$ cat src/rtl/crossbar_port_arbiter.sv
// Per-output round-robin arbiter and path scheduler for one crossbar stage.
// Each output runs an independent IDLE/BUSY FSM. The FSM grants one requesting
// input, holds that path until done, abort or hold timeout, and then returns
// to IDLE before it arbitrates again.
module crossbar_port_arbiter #(
  parameter int unsigned NPORT   = 4,
  parameter int unsigned SELW    = 2,
  parameter int unsigned MAXHOLD = 8
) (
  input  logic                    clk,
  input  logic                    rst,
  input  logic [NPORT-1:0]        req,
  input  logic [NPORT*SELW-1:0]   dest,
  input  logic [NPORT-1:0]        done,
  output logic [NPORT-1:0]        gnt,
  output logic [NPORT*SELW-1:0]   out_sel,
  output logic [NPORT-1:0]        out_vld,
  output logic [NPORT-1:0]        timeout
);

  typedef enum logic {StIdle, StBusy} state_e;

  logic [NPORT-1:0]      gnt_q, gnt_d;
  logic [NPORT-1:0]      vld_d_all;
  logic [NPORT*SELW-1:0] sel_d_all;

  for (genvar j = 0; j < NPORT; j++) begin : g_out
    state_e          state_q, state_d;
    logic [SELW-1:0] sel_q, sel_d;
    logic [SELW-1:0] rr_q, rr_d;
    logic [SELW-1:0] win;
    logic            vld_q, vld_d;
    logic            to_q, to_d;
    logic            found;
    logic            start;
    logic            busy_run;
    logic            expire;
    logic            own_done;
    logic            own_req;
    logic [NPORT-1:0] cand;

    // Inputs already holding a path are excluded, so a dest change while
    // granted cannot produce a second grant.
    always_comb begin
      cand = '0;
      for (int i = 0; i < int'(NPORT); i++) begin
        cand[i] = req[i] && (dest[i*SELW +: SELW] == SELW'(j)) && !gnt_q[i];
      end
    end

    // Round-robin scan starting at rr_q, wrapping modulo NPORT.
    always_comb begin : p_scan
      int idx;
      idx   = 0;
      found = 1'b0;
      win   = '0;
      for (int k = 0; k < int'(NPORT); k++) begin
        idx = int'(rr_q) + k;
        if (idx >= int'(NPORT)) idx = idx - int'(NPORT);
        if (!found && cand[idx]) begin
          found = 1'b1;
          win   = SELW'(idx);
        end
      end
    end

    assign own_done = done[sel_q];
    assign own_req  = req[sel_q];
    assign busy_run = (state_q == StBusy);

    // Next-state of the output FSM and its registered outputs.
    always_comb begin
      state_d = state_q;
      sel_d   = sel_q;
      vld_d   = vld_q;
      rr_d    = rr_q;
      to_d    = 1'b0;
      start   = 1'b0;
      unique case (state_q)
        StIdle: begin
          if (found) begin
            state_d = StBusy;
            sel_d   = win;
            vld_d   = 1'b1;
            rr_d    = (int'(win) == int'(NPORT) - 1) ? '0 : win + 1'b1;
            start   = 1'b1;
          end
        end
        StBusy: begin
          if (own_done || !own_req || expire) begin
            state_d = StIdle;
            vld_d   = 1'b0;
            sel_d   = '0;
            // done on the expiry cycle wins: plain release, no timeout pulse
            to_d    = expire && !own_done;
          end
        end
      endcase
    end

    // FSM state, round-robin pointer and registered per-output signals.
    always_ff @(posedge clk or negedge rst) begin
      if (!rst) begin
        state_q <= StIdle;
        sel_q   <= '0;
        vld_q   <= 1'b0;
        rr_q    <= '0;
        to_q    <= 1'b0;
      end else begin
        state_q <= state_d;
        sel_q   <= sel_d;
        vld_q   <= vld_d;
        rr_q    <= rr_d;
        to_q    <= to_d;
      end
    end

    if (MAXHOLD > 0) begin : g_hold
      localparam int unsigned     HW       = $clog2(MAXHOLD + 1);
      localparam logic [HW-1:0]   HoldLast = HW'(MAXHOLD - 1);
      logic [HW-1:0] hold_q, hold_d;

      // Count BUSY cycles since the grant, saturating.
      always_comb begin
        hold_d = hold_q;
        if (start) begin
          hold_d = '0;
        end else if (busy_run && (hold_q != '1)) begin
          hold_d = hold_q + 1'b1;
        end
      end

      // Hold counter register.
      always_ff @(posedge clk or negedge rst) begin
        if (!rst) hold_q <= '0;
        else      hold_q <= hold_d;
      end

      assign expire = busy_run && (hold_q == HoldLast);
    end else begin : g_nohold
      assign expire = 1'b0;
    end

    assign vld_d_all[j]                 = vld_d;
    assign sel_d_all[j*SELW +: SELW]    = sel_d;
    assign out_vld[j]                   = vld_q;
    assign out_sel[j*SELW +: SELW]      = sel_q;
    assign timeout[j]                   = to_q;
  end

  // An input is granted when any output will be owned by it.
  always_comb begin
    gnt_d = '0;
    for (int j = 0; j < int'(NPORT); j++) begin
      if (vld_d_all[j]) gnt_d[sel_d_all[j*SELW +: SELW]] = 1'b1;
    end
  end

  // Registered grant vector.
  always_ff @(posedge clk or negedge rst) begin
    if (!rst) gnt_q <= '0;
    else      gnt_q <= gnt_d;
  end

  assign gnt = gnt_q;

endmodule

$ cat config.mk
export PLATFORM = sky130hd
export DESIGN_NAME = crossbar_port_arbiter
export DESIGN_NICKNAME = d
export VERILOG_FILES = /design/src/rtl/crossbar_port_arbiter.sv
export SDC_FILE = /design/constraint.sdc
export NUM_CORES = 1
export LEC_CHECK = 0
export BUFFER_PORTS_ARGS = -buffer_cell sky130_fd_sc_hd__clkbuf_2
export CORE_MARGIN = 3
export CORE_UTILIZATION = 40
export DETAILED_ROUTE_END_ITERATION = 10
export GPL_TIMING_DRIVEN = 0
export MAX_ROUTING_LAYER = met4
export PLACE_DENSITY = 0.68
export SLEW_MARGIN = 20
export SYNTH_ARGS = -nofsm -noshare
export SYNTH_HDL_FRONTEND = slang
export SYNTH_SLANG_ARGS = --single-unit
$ cat constraint.sdc
create_clock -name clk -period 2.2 [get_ports clk]
set_input_delay 0.11 -clock clk [delete_from_list [all_inputs] [get_ports clk]]
set_output_delay 0.11 -clock clk [all_outputs]
set_load 0.005 [all_outputs]
After elaboration in Yosys (flattened, before gate mapping)
Cells that the tools add are included.
Word-level totals
  register bits: 48
  output and inout port bits: 20
  input bits: 18
  logic and storage cells: 424
Cells by class
  order comparisons: 44
  add/sub/neg operators: 36
  eq/ne operators: 24
  bitwise gates (word level): 7
  reduce and logical (&&, ||, !) cells: 104
  muxes and demuxes: 184
Operators by type and width (count)
  less-than comparator 32 x 4 -> 1 bit, second input constant: 16
  two-way mux 32 bit: 16
  two-way mux 1 bit: 88
  logical AND 1 bit: 60
  two-way mux 2 bit: 28
  binary-select mux 1 bit (select 2 bit): 24
  two-way mux 4 bit: 12
  subtractor 3 x 3 -> 4 bit, second input constant: 12
  >= comparator 3 bit, second input constant: 12
  adder 2 x 2 -> 3 bit, second input constant: 8
  logical NOT 1 bit: 24
  less-than comparator 2 x 3 -> 1 bit, second input constant: 8
  adder 4 x 1 -> 4 bit, second input constant: 4
  equality test 2 x 1 -> 1 bit, second input constant: 8
  equality test 2 bit, second input constant: 8
  equality test 4 x 3 -> 1 bit, second input constant: 4
  != test 4 bit, second input constant: 4
  case mux 1 bit (2 select lines): 8
  case mux 2 bit (2 select lines): 4
  subtractor 2 x 3 -> 4 bit, second input constant: 4
  adder 2 x 1 -> 3 bit, second input constant: 4
  >= comparator 2 x 3 -> 1 bit, second input constant: 4
  bitwise OR 4 bit: 3
  adder 2 x 1 -> 2 bit, second input constant: 4
  7 further kinds: 32

Depth between registers and ports, before layout
  word-level depth: 29
  mapped depth: 8
  gate-level depth less buffers: 8

Least setup slack after synthesis
Ideal clock, no wire load.
  path kind: flip-flop to flip-flop
  start point: register gnt_q[3], in the netlist gnt[3]
  end point: register gnt_q[1], in the netlist gnt[1]
  path slack: -0.004 ns
  required time: 2.062 ns
  data arrival time: 2.065 ns
  buffers on the path: 0
  clock period less this slack: 2.204 ns
  cell stages (with the launch flop): 7
  setup time: 0.138 ns
  cell sequence: dfrtp_1 -> or4b_4 -> a222oi_1 -> a32oi_1 -> o21ai_2 -> nor3b_1 -> or4_1
On the way
  word-level cells in the longest chain between the ends: 28
  elaborated cells between the ends (all ways): 152
  classes of those cells: order compare: 8; mux: 108; bitwise: 3; reduce/logical: 33
Ends and longest elaborated chain
  start: declaration: RTL line 23  | logic [NPORT-1:0] gnt_q, gnt_d;
  start signal: assignment: RTL line 162  | else gnt_q <= gnt_d;
  logical NOT 1 bit (*): RTL line 47  | cand[i] = req[i] && (dest[i*SELW +: SELW] == SELW'(j)) && !gnt_q[i];
  logical AND 1 bit (*): RTL line 47
  binary-select mux 1 bit (select 2 bit): RTL line 60  | if (!found && cand[idx]) begin
  two-way mux 1 bit (implied by the code) (2 in a row): RTL line 60
  two-way mux 1 bit: RTL line 60
  logical NOT 1 bit: RTL line 60
  logical AND 1 bit: RTL line 60
  two-way mux 1 bit: RTL line 60
  [8 not listed]
  net g_out[0].sel_d[1]: RTL line 29  | logic [SELW-1:0] sel_q, sel_d;
  [4 not listed]
  two-way mux 4 bit (*): RTL line 155  | if (vld_d_all[j]) gnt_d[sel_d_all[j*SELW +: SELW]] = 1'b1;
  bitwise OR 4 bit (no line)
  two-way mux 4 bit (*): RTL line 155
  bitwise OR 4 bit (no line)
  two-way mux 4 bit (*): RTL line 155
  bitwise OR 4 bit (no line)
  two-way mux 4 bit (*): RTL line 155
  net gnt_d[1]: RTL line 23
The timed path passes the listed nets; every way through them passes the cells marked *. The select of a mux whose other input is x is not followed.
A chain may end at the register's enable or synchronous reset.

Final worst setup path
  start point: register gnt_q[2], in the netlist gnt[2]
  end point: register gnt_q[1], in the netlist gnt[1]
Same word-level chain as after synthesis.

==> qor.tcl <==
set qor(run_status) {finished, violations left}
set qor(violations) {negative setup slack}
set qor(yosys-top-cells-area) {sky130_fd_sc_hd__dfrtp_1, sky130_fd_sc_hd__nand2_1, sky130_fd_sc_hd__o21ai_0}
set qor(count_of_vias_placed_by_the_detailed_router) 3526
set qor(slew_headroom_pct) 54.20
set qor(grt_total_ovfl) 0
set qor(synth_common_cells) {sky130_fd_sc_hd__dfrtp_1, sky130_fd_sc_hd__nand2_1, sky130_fd_sc_hd__o21ai_0}
set qor(postSynthNetCount) 431
set qor(synth.cell_area_sq_um) 3627
set qor(layout-area-overhead-vs-synth_pct) 20.63
set qor(slew_viol_final) 0
set qor(routabilityCongestion) 0.8620
set qor(pin_count) 38
set qor(synth_enable_flop_cells) 0
set qor(grt_pass1_wl_um) 15560
set qor(max_stage_delay_ns) 0.52
set qor(final_core_util_pct) 49.93
set qor(max_frequency_mhz) 429.7
set qor(end_kind) {flip-flop}
set qor(die_width_um) 101.2
set qor(synth-main-ff-cell) {sky130_fd_sc_hd__dfrtp_1}
set qor(grt_start_max_net_pins) 49
set qor(drt_first_pass_iters) 4
set qor(detailedPlacementHpwl_um) 6728
set qor(combinational_cell_fraction_of_total_power_pct) 54.9
set qor(largest_fanout_on_the_critical_path) 7
set qor(remaining_drc_errors) 0
set qor(power.switching_mw) 2.235
set qor(worst_hold_path_type) {input pin to flip-flop}
set qor(totalPowerFinal_mw) 5.094
set qor(placed_cell_area_sq_um) 3949
set qor(number_of_hold_slack_violations_in_the_final_timing_report) 0
set qor(grt_setup_unrepaired) {true}
set qor(drive_above_1_share_pct) 26.94
set qor(slowest_stage_cell_crit_path) {sky130_fd_sc_hd__or4b_4}
set qor(insertion_delay_ns) 0.32
set qor(clockPowerShare_pct) 13.1
set qor(global_route.usage.total_pct) 19.04
set qor(reg2reg_slack_ns) -0.13
set qor(power_per_cell_area_nw_per_um2) 1164
set qor(clock_sink_count) 48
set qor(finalWorstPathRequiredPeriod_ns) 2.327
set qor(max-vdd-ir-drop_uv) 398.3
set qor(cts-root-to-sink-buffers) 2
set qor(total_buffers_and_inverters_traversed_by_the_critical_path) 0
set qor(yosys.cell_count.top_type) {sky130_fd_sc_hd__dfrtp_1}
set qor(max_cap_viol_count) 0
set qor(cts_inserted_buffers) 5
set qor(worst-endpoint-arrival_ns) 2.52
set qor(worst_path_top_cell_family_by_delay) {simple AND/OR/NAND/NOR gates}
set qor(yosys_warnings) 0
set qor(tritoncts_clock_tree) {yes}
set qor(finish.instance_area_sq_um) 4375
set qor(type_of_origin_of_the_critical_path) {flip-flop}
set qor(synth_cells) 408
set qor(timing_worst_setup_path_type) {flip-flop to flip-flop}
set qor(synth-seq-cells) 48
set qor(clk_pin_slew_worst_paths_ns) 0.10
set qor(cts.root.buffer_cell) {sky130_fd_sc_hd__clkbuf_8}
set qor(internal-power_mw) 2.859
set qor(final.period_utilization_pct) 105.8
set qor(synth_cell_types) 75
set qor(finalSetupTns_ns) -0.1584
set qor(drt_iter0_drcs) 174
set qor(die-height_um) 101.2
set qor(finalNetCount) 486
set qor(num_antenna_cells) 0
set qor(avgRoutedWirePerCell_um) 17.19
set qor(place.port_buffers) 36
set qor(seq_power_share_pct) 32.0
set qor(netlist.area_leader.share_pct) 33.11
set qor(detail-route-antenna-nets) 0
set qor(power.static_leakage_nw) 1.830
set qor(fin_worst_skew_ns) 0.01220
set qor(detail_route.vias_per_cell) 6.164
set qor(finalSetupViolCount) 3
set qor(placement_rows) 34
set qor(synth_largest_area_cell) {sky130_fd_sc_hd__dfrtp_1}
set qor(wirelength_um) 9834
set qor(tightestPinTransition_ns) 0.6870
set qor(worst_ep_required_time_ns) 2.39
set qor(synth_seq_area_share_pct) 33.11
set qor(postSynth.asyncResetShare_pct) 100.0
set qor(antenna_found_initial) 0
set qor(setup_slack_ns) -0.1274
set qor(synth_area_per_cell_sq_um) 8.890
set qor(cts_htree_levels) 2
set qor(initial_utilization_pct) 41.39
set qor(fp.dieArea_sq_um) 10250
set qor(via_count_of_the_first_global_routing_pass) 3190
set qor(path_cells) {or4b_4 > a222oi_1 > a32oi_1 > o21ai_2 > nor3b_2 > or4_1}
set qor(netSwitchingFraction_pct) 43.87
set qor(coreArea_sq_um) 8763
## stage by stage
stage          hold WS, ns  setup slack, ns  instances
2_1_floorplan      -0.1856        -0.002852        408
3_3_place_gp        0.4305          -0.3246        552
3_5_place_dp        0.2301          -0.3371        552
4_1_cts             0.2131          -0.1080        567
5_1_grt             0.2274          -0.1723        572
6_report            0.2228          -0.1274        572
## tightest hold or removal path: stages
cell and delay [ns]:
sky130_fd_sc_hd__clkbuf_2 0.17, sky130_fd_sc_hd__mux2i_1 0.11, sky130_fd_sc_hd__nand2_1 0.07, sky130_fd_sc_hd__a21oi_1 0.05
## per-layer routing
layer / GRT usage (%) / wire length (um)
met1: 24.31 / 4319
met2: 31.64 / 4896
met3: 2.479 / 438
met4: 5.419 / 178
met5: - / 0
## cell families (layout without fill, tap and decap cells)
group	count (synthesis)	in the layout	share of synthesized area [%]
multiplexers	16	16	6.037
XOR/XNOR	6	6	1.449
AO/OA/AOI/OAI	118	118	21.84
adder cells (fa/ha/maj)	5	5	1.725
AND/OR/NAND/NOR	168	168	29.01
buffers and inverters	47	103	6.830
flip-flops	48	48	33.11
## layout make-up
cell class / instances / area, sq um
fill: 836 / 4388
multi-input combinational: 313 / 2382
sequential: 48 / 1206
inverter: 16 / 60.06
buffer: 29 / 186.4
tap: 108 / 135.1
clock inverter: 3 / 42.54
clock buffer: 5 / 68.82
timing repair buffer: 50 / 294.0
## placed cells by master, fill, tap and decap left out, types with 5 or more instances in the layout
master and count:
sky130_fd_sc_hd__inv_1 16, sky130_fd_sc_hd__o221ai_1 6, sky130_fd_sc_hd__xor2_1 5, sky130_fd_sc_hd__clkbuf_1 10
sky130_fd_sc_hd__clkbuf_8 6, sky130_fd_sc_hd__a21oi_1 26, sky130_fd_sc_hd__nor2_1 22, sky130_fd_sc_hd__nand4b_1 7
sky130_fd_sc_hd__mux2i_1 8, sky130_fd_sc_hd__clkbuf_2 35, sky130_fd_sc_hd__dfrtp_1 44, sky130_fd_sc_hd__buf_4 22
sky130_fd_sc_hd__nand2_1 41, sky130_fd_sc_hd__nand3_1 17, sky130_fd_sc_hd__o22ai_1 5, sky130_fd_sc_hd__o211ai_1 6
sky130_fd_sc_hd__o21ai_0 24, sky130_fd_sc_hd__a211oi_1 6, sky130_fd_sc_hd__nand4_1 10, sky130_fd_sc_hd__nand3b_1 6
sky130_fd_sc_hd__ha_1 5, sky130_fd_sc_hd__nor2b_1 6, sky130_fd_sc_hd__nor3_1 10
## what timing repair did
action                                  in CTS  in global routing
endpoints found under the hold margin       48                  0
setup buffers                                8                  5
hold buffers                                 1                  0
gates cloned                                 0                  0
pin swaps                                    5                  9
resized for setup                           22                 24
endpoints found under the setup margin       6                  7
## worst paths after layout
check                                            end                      start  cells after the start
max                                           gnt[1]                     gnt[2]                      6
min                                    g_out[2].to_q                    done[2]                      4
max reg2reg                                   gnt[1]                     gnt[2]                      6
min reg2reg                g_out[2].g_hold.hold_q[3]  g_out[2].g_hold.hold_q[3]                      1
max in group asynchronous                     gnt[3]                        rst                      2
min in group asynchronous  g_out[3].g_hold.hold_q[0]                        rst                      2
## flip-flops by register name, summed over array words and instances, names as in the netlist, named ones only
name                 count
g_out.sel_q              8
g_out.rr_q               5
g_out.vld_q              4
g_out.to_q               4
g_out.g_hold.hold_q     16
gnt                      4
g_out.busy_run           4
## power groups by stage
stage | logic, mW | registers, mW | clock network, mW
finish | 2.80 | 1.63 | 0.669
global route | 3.12 | 1.69 | 0.709
CTS | 2.62 | 1.61 | 0.678
detailed placement | 2.49 | 1.60 | 0
global placement | 2.42 | 1.58 | 0
floorplan | 1.89 | 1.52 | 0
Power figures use the tool's default switching activity.
